**src/rtl/mul_pkg.sv**
```systemverilog
// Shared definitions for the sequential multiplier.
//   state_e       : controller states (idle, iterating, result cycle)
//   MODE_UNSIGNED : sel value selecting unsigned operands
//   MODE_SIGNED   : sel value selecting two's-complement operands
package mul_pkg;

  typedef enum logic [1:0] {
    StIdle = 2'd0,
    StRun  = 2'd1,
    StDone = 2'd2
  } state_e;

  localparam logic MODE_UNSIGNED = 1'b0;
  localparam logic MODE_SIGNED   = 1'b1;

endpackage

```
**src/rtl/mul_abs.sv**
```systemverilog
// Parametrised conditional two's-complement negate.
// Ports:
//   value  : input operand
//   negate : when high, result = -value, otherwise result = value
//   result : output, same width as value
module mul_abs #(
  parameter int unsigned Width = 6
) (
  input  logic [Width-1:0] value,
  input  logic             negate,
  output logic [Width-1:0] result
);

  always_comb begin
    result = negate ? (~value + Width'(1)) : value;
  end

endmodule

```
**src/rtl/mul_seq.sv**
```systemverilog
// Sequential shift-and-add multiplier, one multiplier bit per cycle, with run-time
// unsigned/signed mode. Operands are reduced to magnitudes at load, multiplied as
// unsigned numbers, and the sign is restored on writeback.
// Optional feature: define MUL_SEQ_EARLY_EXIT_EN to stop iterating as soon as the
// remaining multiplier bits are all zero.
// Ports:
//   clk   : clock, rising edge
//   rst   : synchronous active-high reset
//   start : request, sampled in IDLE or DONE
//   sel   : 0 unsigned, 1 signed; captured with start
//   a, b  : multiplicand / multiplier, captured with start
//   busy  : high while iterating
//   done  : one-cycle pulse when out is updated
//   out   : product, held until the next completion or reset
module mul_seq
  import mul_pkg::*;
#(
  parameter int unsigned WIDTH = 6
) (
  input  logic               clk,
  input  logic               rst,
  input  logic               start,
  input  logic               sel,
  input  logic [WIDTH-1:0]   a,
  input  logic [WIDTH-1:0]   b,
  output logic               busy,
  output logic               done,
  output logic [2*WIDTH-1:0] out
);

  localparam int unsigned CntW = $clog2(WIDTH);

  state_e             state_q, state_d;
  logic [2*WIDTH-1:0] mcand_q, mcand_d;
  logic [WIDTH-1:0]   mplier_q, mplier_d;
  logic [2*WIDTH-1:0] acc_q, acc_d;
  logic [CntW-1:0]    cnt_q, cnt_d;
  logic               neg_q, neg_d;
  logic [2*WIDTH-1:0] out_q, out_d;

  logic [WIDTH-1:0]   abs_a, abs_b;
  logic [2*WIDTH-1:0] acc_sum, acc_signed;
  logic               last_iter;

  mul_abs #(.Width(WIDTH)) u_abs_a (
    .value  (a),
    .negate (sel & a[WIDTH-1]),
    .result (abs_a)
  );

  mul_abs #(.Width(WIDTH)) u_abs_b (
    .value  (b),
    .negate (sel & b[WIDTH-1]),
    .result (abs_b)
  );

  // Writeback sees the accumulator including the final iteration's add.
  mul_abs #(.Width(2*WIDTH)) u_abs_out (
    .value  (acc_sum),
    .negate (neg_q),
    .result (acc_signed)
  );

  always_comb begin
    acc_sum = mplier_q[0] ? (acc_q + mcand_q) : acc_q;
`ifdef MUL_SEQ_EARLY_EXIT_EN
    last_iter = (cnt_q == CntW'(WIDTH - 1)) || (mplier_q[WIDTH-1:1] == '0);
`else
    last_iter = (cnt_q == CntW'(WIDTH - 1));
`endif
  end

  always_comb begin
    state_d  = state_q;
    mcand_d  = mcand_q;
    mplier_d = mplier_q;
    acc_d    = acc_q;
    cnt_d    = cnt_q;
    neg_d    = neg_q;
    out_d    = out_q;

    unique case (state_q)
      StRun: begin
        acc_d    = acc_sum;
        mcand_d  = mcand_q << 1;
        mplier_d = mplier_q >> 1;
        cnt_d    = cnt_q + CntW'(1);
        if (last_iter) begin
          out_d   = acc_signed;
          state_d = StDone;
        end
      end
      StIdle, StDone: begin
        if (start) begin
          mcand_d  = {{WIDTH{1'b0}}, abs_a};
          mplier_d = abs_b;
          acc_d    = '0;
          cnt_d    = '0;
          neg_d    = (sel == MODE_SIGNED) & (a[WIDTH-1] ^ b[WIDTH-1]);
          state_d  = StRun;
        end else begin
          state_d = StIdle;
        end
      end
      default: state_d = StIdle;
    endcase
  end

  always_ff @(posedge clk) begin
    if (rst) begin
      state_q  <= StIdle;
      mcand_q  <= '0;
      mplier_q <= '0;
      acc_q    <= '0;
      cnt_q    <= '0;
      neg_q    <= 1'b0;
      out_q    <= '0;
    end else begin
      state_q  <= state_d;
      mcand_q  <= mcand_d;
      mplier_q <= mplier_d;
      acc_q    <= acc_d;
      cnt_q    <= cnt_d;
      neg_q    <= neg_d;
      out_q    <= out_d;
    end
  end

  assign busy = (state_q == StRun);
  assign done = (state_q == StDone);
  assign out  = out_q;

endmodule

```
**config.mk**
```make
export PLATFORM = sky130hd
export DESIGN_NAME = mul_seq
export DESIGN_NICKNAME = d
export VERILOG_FILES = /design/src/rtl/mul_pkg.sv /design/src/rtl/mul_abs.sv /design/src/rtl/mul_seq.sv
export SDC_FILE = /design/constraint.sdc
export NUM_CORES = 1
export LEC_CHECK = 0
export BUFFER_PORTS_ARGS = -buffer_cell sky130_fd_sc_hd__buf_2
export CAP_MARGIN = 25
export CORE_ASPECT_RATIO = 0.6
export CORE_MARGIN = 5
export CORE_UTILIZATION = 59
export DETAILED_ROUTE_END_ITERATION = 6
export HOLD_SLACK_MARGIN = 0.12
export PLACE_DENSITY = 0.8
export SYNTH_ARGS = -nofsm -noshare
export SYNTH_HDL_FRONTEND = slang
export SYNTH_SLANG_ARGS = --single-unit
```
**constraint.sdc**
```tcl
create_clock -name clk -period 3.9 [get_ports clk]
set_clock_uncertainty 0.05 [all_clocks]
set_input_delay 0.39 -clock clk [delete_from_list [all_inputs] [get_ports clk]]
set_output_delay 0.39 -clock clk [all_outputs]
set_load 0.005 [all_outputs]
```
==> impl_metrics.tcl <==
set metrics [dict create \
    antennaDiodeCount 0 \
    crit_fanout 4 \
    row_count 19 \
    cp-endpoint "out[9]" \
    power_frac_comb 0.179 \
    grtUsageTotal 0.209 \
    drt_iter0_drc 224 \
    maxSlewViolCount 0 \
    crit_path_cell_trace "ha_1, fa_1, a21o_1, a221o_1, xor2_1, mux2_4, or4_4, o31a_1, a211o_1" \
    clk_latency_ps 300 \
    finalCriticalPeriod_ps 3230 \
    drive_gt1_frac 0.126 \
    post_synth_instance_area_um2 2880 \
    vias_per_cell 5.93 \
    post-synth-top-area-cell "dfxtp_1" \
    max_slew.worst_pin.slew_ps 844 \
    path_depth 9 \
    ys.flop_type "dfxtp_1" \
    p_seq_frac 0.529 \
    crit_path_top_delay_cell "or4_4" \
    rrSetupSlack_ps 670 \
    reg2reg_to "out[9]" \
    r2r-start "mcand_q[0]" \
    synth_area_leaders "dfxtp_1, nor2_1, ha_1" \
    yosysWarnings 0 \
    fmax_ghz 0.309 \
    io_pins 30 \
    slew_headroom 0.437 \
    power_uw 989 \
    cts_buffers 5 \
    crit_family "compound AO/OA/AOI/OAI gates" \
    synth_commonest_cells "nor2_1, dfxtp_1, nand2_1" \
    status "complete, no violations" \
    finalNonFillerCells 443 \
    dieWidth_um 100 \
    crit_type "reg2reg" \
    cp.buffers_inverters 0 \
    h-tree-depth 2 \
    seq_area_frac_synth 0.334 \
    numPortBuffers 29 \
    fin_nets 413 \
    intPower_uw 696 \
    clock_path_buffers 2 \
    drtPass1Iterations 4 \
    grt_antenna_before_repair 0 \
    grt_pass1_vias 2256 \
    ys_async_sr_fraction 0 \
    dp_cells 436 \
    yosysMostFrequentCell "nor2_1" \
    power.density_nw_per_um2 316 \
    crit_path_start "mcand_q[0]" \
    maxCapViolCount 0 \
    vias 2626 \
    drtAntennaViolNets 0 \
    syn_nets 392 \
    grt_pass1_wl_um 10900 \
    dp_hpwl_um 4960 \
    die_h_um 64.1 \
    wl_um 6710 \
    p_sw_uw 293 \
    leakagePower_nw 1.34 \
    swShare 0.297 \
    synth_top_cell_area_share 0.334 \
    hold_viol 0 \
    wl_per_cell_um 15.1 \
    synthCells 359 \
    die-area_um2 6420 \
    clock-sinks 48 \
    postCtsSetupRepairBufs 0 \
    rsz0062_at_grt "false" \
    end_kind "flip-flop" \
    holdBufCountCts 0 \
    worstPathRequired_ps 4050 \
    avgSynthCellArea_um2 8.02 \
    hp-class "in2reg" \
    rr_worst_depth 9 \
    post_cts_resized 0 \
    cts_tree "done" \
    peakVddDrop_v 0.000182 \
    post-route-period-util 0.829 \
    critPathMaxStageDelay_ps 550 \
    area_growth_syn_to_layout_pct 8.56 \
    core_area_um2 4640 \
    pwr-share-clk 0.292 \
    ys_ff_latch 48 \
    gp_congestion 0.904 \
    start_util 0.621 \
    start_kind "flip-flop" \
    cts-root-buf "clkbuf_8" \
    drc 0 \
    cts.clk_slew.worst_paths_ps 90 \
    fin_util 0.674 \
    grt_max_degree 49 \
    fillers 396 \
    grt_overflow 0 \
    synth.distinct_cells 53 \
    setup_tns_ps 0 \
    final-setup-viol-count 0 \
    worst_ep_arrival_time_ps 3380 \
    synth_edf_count 0 \
]
power by group through the flow:
stage | Combinational, mW | Clock [mW] | Sequential (mW)
CTS | 0.175 | 0.293 | 0.523
finish | 0.177 | 0.288 | 0.524
global placement | 0.171 | 0 | 0.534
global route | 0.196 | 0.310 | 0.526
floorplan | 0.139 | 0 | 0.526
detailed placement | 0.174 | 0 | 0.535
worst min-delay path: cells and delay by family:
family	cells	cell delay [ps]
buf+inv	1	100
simple gates	1	90
compound gates	1	80
per-stage QoR:
step | setup WS [ps] | hold slack [ps] | instance area (um^2)
CTS | 674 | 342 | 3130
global placement | 730 | 385 | 3050
detailed placement | 686 | 392 | 3050
global route | 547 | 363 | 3130
floorplan | 809 | 382 | 2880
finish | 668 | 348 | 3130
worst min path at each step:
| stage | cells after the start | slack [ps] | from | endpoint |
|---|---|---|---|---|
| after global routing | 3 | 360 | a[0] | mcand_q[0] |
| after CTS | 3 | 340 | a[0] | mcand_q[0] |
| after global placement | 2 | 380 | out[5] | out[5] |
| after floorplan | 2 | 380 | mplier_q[1] | mplier_q[1] |
| final | 3 | 350 | a[0] | mcand_q[0] |
| after detailed placement | 2 | 390 | out[5] | out[5] |
layout by cell type (no fill, tap or decap), types with 2 or more instances in the layout:
master | Yosys | layout
buf_4 | 0 | 4
nand3_1 | 6 | 6
o21a_1 | 9 | 9
ha_1 | 16 | 16
o211ai_1 | 4 | 4
a22oi_1 | 15 | 15
a221oi_1 | 2 | 2
a21o_1 | 2 | 2
mux2i_1 | 6 | 6
a211oi_1 | 7 | 7
or3_1 | 4 | 4
nor3b_1 | 2 | 2
o31ai_1 | 4 | 4
inv_1 | 5 | 5
nand2b_1 | 3 | 3
a22o_1 | 2 | 2
and3_1 | 3 | 3
xnor2_1 | 13 | 13
nor3_1 | 12 | 12
a21oi_1 | 25 | 25
xor2_1 | 8 | 8
o21ai_0 | 12 | 12
a211o_1 | 4 | 4
buf_2 | 1 | 29
nor2b_1 | 5 | 5
dfxtp_1 | 48 | 48
nand2_1 | 39 | 39
o311ai_1 | 2 | 2
clkbuf_8 | 0 | 5
nor2_1 | 57 | 57
o21ai_1 | 4 | 4
layer usage:
layer  up-vias  part of all wire  wire length, um  GRT usage
li1       1323                 -                -          -
met1      1212              0.52             3490      0.325
met2        81              0.40             2680      0.289
met3        10             0.068              459     0.0446
met4         0             0.012               78     0.0521
met5         -                 0                0          0
sequential cells by signal, summed over array words and instances, names as in the netlist:
register,flops
acc_q,12
cnt_q,3
mcand_q,12
mplier_q,6
neg_q,1
out,12
state_q,2
cell families (layout without fill, tap and decap cells):
kind of cell,Yosys count,after routing,synth area share
compound gates,100,100,0.237
xor+xnor,22,22,0.0695
fa+ha+maj,17,17,0.0765
buf+inv,26,47,0.0400
flops,48,48,0.334
mux,7,7,0.0261
simple gates,139,139,0.217
final cells by class:
cell class                      count  area (um^2)  share of cell area
Clock inverter                      2         12.5             0.00400
Tap cell                           63         78.8              0.0252
Clock buffer                        5         68.8              0.0220
Timing Repair Buffer               33          175              0.0560
Sequential cell                    48          961               0.307
Inverter                            7         26.3             0.00840
Multi-Input combinational cell    285         1800               0.577
Power figures use the tool's default switching activity.
